`config.mk`:
```
export PLATFORM = sky130hd
export DESIGN_NAME = alu_mult_seq
export DESIGN_NICKNAME = d
export VERILOG_FILES = /design/src/rtl/alu_pkg.sv /design/src/rtl/mseq_counter.sv /design/src/rtl/alu_mult_seq.sv
export SDC_FILE = /design/constraint.sdc
export NUM_CORES = 1
export LEC_CHECK = 0
export ABC_AREA = 1
export CAP_MARGIN = 20
export CORE_MARGIN = 2
export CORE_UTILIZATION = 38
export DETAILED_ROUTE_END_ITERATION = 16
export PLACE_DENSITY = 0.83
export RECOVER_POWER = 25
export SKIP_LAST_GASP = 1
export SLEW_MARGIN = 20
export SYNTH_ARGS = -nofsm -noshare
export SYNTH_HDL_FRONTEND = slang
export SYNTH_SLANG_ARGS = --single-unit
```
`constraint.sdc`:
```
create_clock -name clk -period 2.75 [get_ports clk]
set_input_delay 0.275 -clock clk [delete_from_list [all_inputs] [get_ports clk]]
set_output_delay 0.275 -clock clk [all_outputs]
set_load 0.1 [all_outputs]
```
`src/rtl/alu_pkg.sv`:
```
`default_nettype none
// ============================================================================
// Module  : alu_pkg
// Brief   : Shared ALU types and constants (multiply sequencer states, ctrl bits)
// Revision: 1.0
// ============================================================================
package alu_pkg;

    typedef enum logic [1:0] {
        IDLE  = 2'd0,
        START = 2'd1,
        BUSY  = 2'd2,
        DONE  = 2'd3
    } mseq_state_t;

    localparam int ALU_MULT_BIT  = 3;
    localparam int MULTI_DEFAULT = 8;

    // Counter width for a latency value; never narrower than one bit.
    function automatic int cnt_width(input int latency);
        return (latency > 1) ? $clog2(latency) : 1;
    endfunction

endpackage
`default_nettype wire

```
`src/rtl/mseq_counter.sv`:
```
`default_nettype none
// ============================================================================
// Module  : mseq_counter
// Brief   : Loadable down-counter with zero flag for the multiply sequencer
// Revision: 1.0
// ============================================================================
module mseq_counter #(
    parameter int W = 3
) (
    input  logic         clk,
    input  logic         rst,
    input  logic [W-1:0] i_load_val,
    input  logic         i_load,
    input  logic         i_dec,
    input  logic         i_clr,
    output logic         o_zero
);

    logic [W-1:0] cnt_d;
    logic [W-1:0] cnt_q;

    // Clear wins over load, load wins over decrement; decrement saturates at 0.
    always_comb begin
        cnt_d = cnt_q;
        if (i_clr) begin
            cnt_d = '0;
        end else if (i_load) begin
            cnt_d = i_load_val;
        end else if (i_dec && (cnt_q != '0)) begin
            cnt_d = cnt_q - 1'b1;
        end
    end

    always_ff @(posedge clk or negedge rst) begin
        if (!rst) begin
            cnt_q <= '0;
        end else begin
            cnt_q <= cnt_d;
        end
    end

    assign o_zero = (cnt_q == '0);

endmodule
`default_nettype wire

```
`src/rtl/alu_mult_seq.sv`:
```
`default_nettype none
// ============================================================================
// Module  : alu_mult_seq
// Brief   : EX-stage sequencer for the fixed-latency multiplier (start/stall/capture)
// Revision: 1.0
// ============================================================================
module alu_mult_seq
    import alu_pkg::*;
#(
    parameter int MULTI  = MULTI_DEFAULT,
    parameter int DATA_W = 32,
    parameter int PROD_W = 8
) (
    input  logic              clk,
    input  logic              rst,
    input  logic [3:0]        alu_ctrl,
    input  logic              op_valid,
    input  logic              flush,
    input  logic [PROD_W-1:0] mult_out,
    output logic              mult_start,
    output logic              mult_clr,
    output logic              stall,
    output logic              busy,
    output logic [DATA_W-1:0] result,
    output logic              result_valid
);

    localparam int               c_cnt_w    = cnt_width(MULTI);
    localparam logic [c_cnt_w-1:0] c_cnt_load = c_cnt_w'(MULTI - 1);

    mseq_state_t       state_d;
    mseq_state_t       state_q;
    logic [PROD_W-1:0] prod_d;
    logic [PROD_W-1:0] prod_q;

    logic              w_req;
    logic              w_cnt_load;
    logic              w_cnt_dec;
    logic              w_cnt_clr;
    logic              w_cnt_zero;
    logic [PROD_W-1:0] w_res_narrow;
    logic              w_unused_ctrl;

    // Only the multiply-select bit of alu_ctrl matters to this block.
    assign w_unused_ctrl = ^(alu_ctrl & ~(4'b0001 << ALU_MULT_BIT));

    // Gating with rst keeps stall low while reset is held, even in IDLE.
    assign w_req = op_valid & alu_ctrl[ALU_MULT_BIT] & ~flush & rst;

    always_comb begin
        state_d    = state_q;
        prod_d     = prod_q;
        w_cnt_load = 1'b0;
        w_cnt_dec  = 1'b0;
        w_cnt_clr  = 1'b0;
        case (state_q)
            IDLE: begin
                if (w_req) begin
                    state_d = START;
                end
            end
            START: begin
                if (flush) begin
                    state_d   = IDLE;
                    w_cnt_clr = 1'b1;
                end else begin
                    state_d    = BUSY;
                    w_cnt_load = 1'b1;
                end
            end
            BUSY: begin
                if (flush) begin
                    state_d   = IDLE;
                    w_cnt_clr = 1'b1;
                end else if (w_cnt_zero) begin
                    state_d = DONE;
                end else begin
                    w_cnt_dec = 1'b1;
                end
            end
            DONE: begin
                state_d = IDLE;
                if (flush) begin
                    w_cnt_clr = 1'b1;
                end else begin
                    prod_d = mult_out;
                end
            end
            default: begin
                state_d = IDLE;
            end
        endcase
    end

    always_ff @(posedge clk or negedge rst) begin
        if (!rst) begin
            state_q <= IDLE;
            prod_q  <= '0;
        end else begin
            state_q <= state_d;
            prod_q  <= prod_d;
        end
    end

    mseq_counter #(
        .W (c_cnt_w)
    ) u_cnt (
        .clk        (clk),
        .rst        (rst),
        .i_load_val (c_cnt_load),
        .i_load     (w_cnt_load),
        .i_dec      (w_cnt_dec),
        .i_clr      (w_cnt_clr),
        .o_zero     (w_cnt_zero)
    );

    // A flush in any active state turns the cycle into a clear pulse instead.
    assign busy         = (state_q != IDLE);
    assign mult_start   = (state_q == START) & ~flush;
    assign mult_clr     = (state_q != IDLE) & flush;
    assign result_valid = (state_q == DONE) & ~flush;
    assign stall        = (state_q == IDLE) ? w_req
                                            : ((state_q != DONE) & ~flush);

    // The DONE cycle forwards the live product so EX sees it as it advances.
    assign w_res_narrow = result_valid ? mult_out : prod_q;

    generate
        if (DATA_W > PROD_W) begin : g_res_pad
            assign result = {{(DATA_W - PROD_W){1'b0}}, w_res_narrow};
        end else begin : g_res_full
            assign result = w_res_narrow;
        end
    endgenerate

endmodule
`default_nettype wire

```
==> out/qor.txt, run 1 <==
Max Fclk = 520 MHz
H-tree depth = 1
Drt wl/cell = 9.78 um
First-pass GRT wire length = 2.72 mm
Num rows = 16
Total GRT Usage = 14.0%
Via count = 670
Fin. max-slew vios = 0
Worst Tran Pin Value = 0.674 ns
CTS root buf = clkbuf_4
IO Count = 53
Reg2reg path depth = 7
Final Hold Viols = 0
Worst EP required = 2.48 ns
Initial DRC Count = 6
Top_reg_cell synth = dfrtp_1
Hpwl dp = 1.32 mm
GP Congestion = 0.752
Final ANT Viol Nets = 0
Slowest CP cell = clkdlybuf4s50_1
Min-Delay Path Class = reg2reg
Setup violations, final = 0
Chip height = 50.8 um
CTS Buf Count = 3
Die width = 50.8 um
Hold slack final = 0.529 ns
Clock sinks = 13
IO buf count = 25
Synth unique cells = 17
Largest net degree at the start of global routing = 14
Sequential cell area = 325 sq um
First-pass DRT Iterations = 2
Post-synth ARST share = 100%
Post-CTS setup buffers = 0
CTS max path bufs = 2
Synth Cell Area = 833 sq um
R2R Setup Slk = 1.60 ns
Most common cell in the netlist = nand2_1
Share of the synthesized area in the top cell type = 39.0%
Setup_tns = 0 ns
Total grt overflow = 0
Post-synth EDFFs = 0
Largest area contributor in the netlist = dfrtp_1
Vias per Instance = 4.16
Synth warn = 0
Critical Path AT = 1.65 ns
Slew HR = 55.1%
Crit Reg-Reg Startpoint = u_cnt.cnt_q[0]$_DFFE_PN0P_
Post-CTS sizing = 0
Hold Path End = u_cnt.cnt_q[1]$_DFFE_PN0P_
Minimum clock period = 1.92 ns
Syn_area_per_cell = 7.94 sq um
Antenna diode count = 0
Top post-synthesis cells by area = dfrtp_1 39%, buf_4 22%, nand2_1 16%, nand3_2 4.8%, ha_1 3.0%
Initial antenna violation count = 0
Share of cells above drive strength 1 = 21.6%
Synth Register Bits = 13
Initial core utilization = 41.2%
Most common library cells after synthesis = 35 x nand2_1, 24 x buf_4, 13 x dfrtp_1, 6 x inv_1
Reg-to-reg critical path endpoint = u_cnt.cnt_q[1]$_DFFE_PN0P_
Post-Syn Instances = 105
Status = finished clean
Slowest cell delay on critical path = 0.48 ns
Hold buffers post-CTS = 0
Clk slew on worst S/H paths = 0.08 ns
Setup CP Type = in2out
Worst-path fanout max = 9
Type of origin of the critical path = input pin
Nets = 153
Detailed Route WL = 1.58 mm
Vias in the first global route = 670
Worst min-delay path startpoint = u_cnt.cnt_q[1]$_DFFE_PN0P_
Worst skew pair latency = 0.27 ns
Worst setup EP type = output port
Clock Skews = 0.00343 ns
Seq/Total Area, Yosys = 39.0%
Maximum capacitance violations = 0
CTS tree = built
Core area = 2020 sq um
Remaining DRCs = 0
Hold depth = 2
Final worst path period share = 69.9%
FILL cells = 184
Unrepaired setup endpoints after global routing = no
Area of the multi-input gates = 377 sq um
Area growth from synthesis to layout = 36.0%
Crit path cell chain = clkdlybuf4s50_1 > inv_2 > nand3_2 > inv_2 > nand2_1 > nand2_1 > buf_12
DIE AREA = 2580 sq um
==> sequential cells by signal, indices dropped and copies added (netlist names) <==
name	cells
u_cnt.cnt_q	3
state_q	2
prod_q	8
==> per-layer routing <==
| layer | vias up | part of all wire, % | GRT usage (%) |
|---|---|---|---|
| met3 | 2 | 11 | 5.26 |
| met2 | 36 | 49 | 23.2 |
| met5 | - | 0 | 0 |
| met1 | 298 | 38 | 14.8 |
| li1 | 334 | - | - |
| met4 | 0 | 1.5 | 9.46 |
==> how the worst max path moves through the flow <==
stage	from	to	slack, ns	cells after the start
finish	flush	result[4]	0.83	7
global placement	flush	result[4]	0.83	7
global route	flush	result[4]	0.71	7
detailed placement	flush	result[2]	0.81	7
floorplan	state_q[1]$_DFFE_PN0P_	stall	0.07	3
CTS	flush	result[4]	0.81	7
==> area by class of cell <==
cell class                 count  area share, %
multi-input combinational     81           33.2
timing repair buffer          26           29.5
sequential                    13           28.7
inverter                      10           3.31
tap                           27           2.98
clock buffer                   4           2.32
==> critical path, delay by kind of cell <==
family,cells,cell delay [ns]
buffers and inverters,4,0.98
AND/OR/NAND/NOR,3,0.38
==> kinds of logic after synthesis <==
group,Yosys count,share of synthesized area [%]
other cells,1,0.450
buf+inv,34,26.1
fa+ha+maj,2,3.00
flops,13,39.0
simple gates,49,27.0
compound gates,6,4.35
==> cell usage in the layout, fill, tap and decap left out <==
cell and instances:
ha_1 2, dlygate4sd3_1 1, nand3_2 4, clkbuf_4 3, inv_2 4, nand2_1 35
conb_1 24, dfrtp_1 13, o21ai_2 1, buf_12 9, nor2_1 2, o21bai_1 1
buf_4 4, clkdlybuf4s50_1 11, o21ai_0 1, inv_1 6, clkbuf_1 2, nand2_2 2
nand3_1 3, nor2_2 2, a21oi_1 3, nand4_1 1
==> per-stage QoR <==
| step | setup slack, ns | utilization, % | std cells | instance area [sq um] |
|---|---|---|---|---|
| 6_report | 0.827 | 56.1 | 161 | 1130 |
| 5_1_grt | 0.708 | 56.1 | 161 | 1130 |
| 4_1_cts | 0.811 | 56.3 | 161 | 1140 |
| 3_5_place_dp | 0.813 | 55.0 | 157 | 1110 |
| 3_3_place_gp | 0.831 | 55.0 | 157 | 1110 |
| 2_1_floorplan | 0.0718 | - | 128 | 920 |
Power of run 1 is not shown: default switching activity piles up to over one toggle a cycle in this logic, so the estimate is an artifact.
==> run 2, diff against run 1 <==
- CORE_UTILIZATION: 38 -> 32
- PLACE_DENSITY: 0.83 -> 0.75
- clock period: 2.75 -> 1.6 ns (I/O delays scaled with it)
==> run 2 against run 1 <==
Sequential share of layout area shrank 3.7 points. Via count increased by 4.9%. Register-to-register slack worse by 1.2 ns. Routed wire length increased by 7.5%. Clock skew is 0.0022 ns lower. Cell count grew 6.8%. Cell area increased by 15%. First-iteration DRC count is 130% higher. Sequential cell count stayed put. Highest routed layer is now met3.
==> out/qor.txt, run 2 (synthesis results as in run 1) <==
Status = finished clean (unchanged)
H-tree depth = 1 (unchanged)
Clock sinks = 13 (unchanged)
Max Fclk = 658 MHz
Type of origin of the critical path = input pin (unchanged)
Setup violations, final = 0 (unchanged)
Final ANT Viol Nets = 0 (unchanged)
Crit Reg-Reg Startpoint = state_q[1]$_DFFE_PN0P_ (was u_cnt.cnt_q[0]$_DFFE_PN0P_)
CTS tree = built (unchanged)
Hold Path End = prod_q[0]$_DFFE_PN0N_ (was u_cnt.cnt_q[1]$_DFFE_PN0P_)
Slew HR = 53.5% (was 55.1%)
Antenna diode count = 0 (unchanged)
Commonest non-fill, non-tap cells in the layout = 25 x nand2_1, 24 x conb_1, 13 x buf_12 (was 35 x nand2_1, 24 x conb_1, 13 x dfrtp_1)
CTS root buf = clkbuf_4 (unchanged)
Hold buffers post-CTS = 0 (unchanged)
Top flop regs = prod_q x8, u_cnt.cnt_q x3, state_q x2 (unchanged)
Remaining DRCs = 0 (unchanged)
Worst min-delay path startpoint = mult_out[0] (was u_cnt.cnt_q[1]$_DFFE_PN0P_)
Final worst path period share = 95.0%
Die width = 55.0 um (was 50.8 um)
Minimum clock period = 1.52 ns
Min-Delay Path Class = in2reg (was reg2reg)
IO Count = 53 (unchanged)
Vias in the first global route = 732 (was 670)
Hold slack final = 0.479 ns (was 0.529 ns)
Sequential cell area = 327 sq um (was 325 sq um)
Nets = 161 (was 153)
CTS max path bufs = 2 (unchanged)
Worst-path fanout max = 5 (was 9)
Drt wl/cell = 9.84 um (was 9.78 um)
Routing usage on met2 = 23.8% (was 23.2%)
Setup CP Type = in2out (unchanged)
Hpwl dp = 1.43 mm (was 1.32 mm)
Worst skew pair latency = 0.26 ns (was 0.27 ns)
Core area = 2480 sq um (was 2020 sq um)
Maximum capacitance violations = 0 (unchanged)
Commonest non-fill, non-tap cell in the layout = nand2_1 (unchanged)
Chip height = 55.0 um (was 50.8 um)
DIE AREA = 3030 sq um (was 2580 sq um)
GP Congestion = 0.771 (was 0.752)
Max reg flops = 8 (unchanged)
Met3 Track Usage GR = 3.76% (was 5.26%)
Worst EP required = 1.44 ns (was 2.48 ns)
FILL cells = 234 (was 184)
Vias per Instance = 4.09 (was 4.16)
Detailed Route WL = 1.69 mm (was 1.58 mm)
Clk slew on worst S/H paths = 0.07 ns (was 0.08 ns)
Area growth from synthesis to layout = 56.6% (was 36.0%)
IO buf count = 25 (unchanged)
Largest net degree at the start of global routing = 14 (unchanged)
Initial core utilization = 33.6% (was 41.2%)
First-pass DRT Iterations = 4 (was 2)
Via count = 703 (was 670)
CTS Buf Count = 3 (unchanged)
Worst setup EP type = output port (unchanged)
Reg2reg path depth = 6 (was 7)
Most Used Layer, Global Route = met2 (unchanged)
Share of cells above drive strength 1 = 34.5% (was 21.6%)
Reg-to-reg critical path endpoint = u_cnt.cnt_q[0]$_DFFE_PN0P_ (was u_cnt.cnt_q[1]$_DFFE_PN0P_)
Initial antenna violation count = 0 (unchanged)
Total grt overflow = 0 (unchanged)
Unrepaired setup endpoints after global routing = no (unchanged)
Clock Skews = 0.00122 ns (was 0.00343 ns)
Initial DRC Count = 14 (was 6)
Total GRT Usage = 13.0% (was 14.0%)
Worst Tran Pin Value = 0.697 ns (was 0.674 ns)
Final Hold Viols = 0 (unchanged)
Grt met1 use = 13.6% (was 14.8%)
Largest reg by FF count = prod_q (unchanged)
R2R Setup Slk = 0.42 ns (was 1.60 ns)
Hold depth = 3 (was 2)
Fin. max-slew vios = 0 (unchanged)
Critical Path AT = 1.36 ns (was 1.65 ns)
Area of the multi-input gates = 430 sq um (was 377 sq um)
Num rows = 18 (was 16)
First-pass GRT wire length = 2.88 mm (was 2.72 mm)
-- run 2: cell count changes in the layout (fill, tap and decap cells not counted), moves of 2 or more --
cell	previous run	this run
buf_4	4	8
nand2_2	2	12
buf_12	9	13
nand2_1	35	25
nor2_2	2	0
nor2_4	0	2
-- run 2: through the flow --
| step | utilization [%] | area [sq um] | setup slack [ns] | setup TNS, ns | cells |
|---|---|---|---|---|---|
| 6_report | 52.7 | 1310 | 0.0807 | 0 | 172 |
| 5_1_grt | 52.7 | 1310 | 0.00667 | 0 | 172 |
| 4_1_cts | 51.2 | 1270 | 0.0585 | 0 | 169 |
| 3_5_place_dp | 50.1 | 1240 | 0.0786 | 0 | 165 |
| 3_3_place_gp | 50.1 | 1240 | 0.0946 | 0 | 165 |
| 2_1_floorplan | - | 958 | -0.0901 | -0.0901 | 128 |
-- run 2: worst max-delay path by stage --
stage / cells after the start / slack (ns) / to / from
after floorplan: 3 / -0.09 / stall / state_q[1]$_DFFE_PN0P_
after global placement: 7 / 0.09 / stall / flush
after detailed placement: 7 / 0.08 / stall / flush
after CTS: 5 / 0.06 / result[5] / state_q[0]$_DFFE_PN0P_
after global routing: 7 / 0.007 / stall / flush
final: 7 / 0.08 / stall / flush
-- run 2: cell type report --
cell class | instances | share of cell area, %
clock buffers | 4 | 2.01
inverters | 10 | 3.07
multi-input cells | 81 | 33.0
flip-flops and latches | 13 | 25.0
well taps | 30 | 2.88
repair buffers | 34 | 34.0
-- run 2: per-layer routing --
layer	wire length, um	vias to the layer above
met4	0	0
met5	0	-
met1	679	316
met2	875	34
li1	-	353
met3	138	0
-- run 2: repair_timing --
action | in CTS | in global routing
setup buffers | 0 | 3
endpoints found under the setup margin | 0 | 7
gates resized for setup | 0 | 5
-- run 2: critical path: stages --
cell	delay [ns]
clkdlybuf4s50_1	0.49
inv_2	0.07
buf_4	0.14
nand3_4	0.09
nand2_2	0.07
o21bai_4	0.18
buf_12	0.17
Power of run 2 is left out for the same reason.
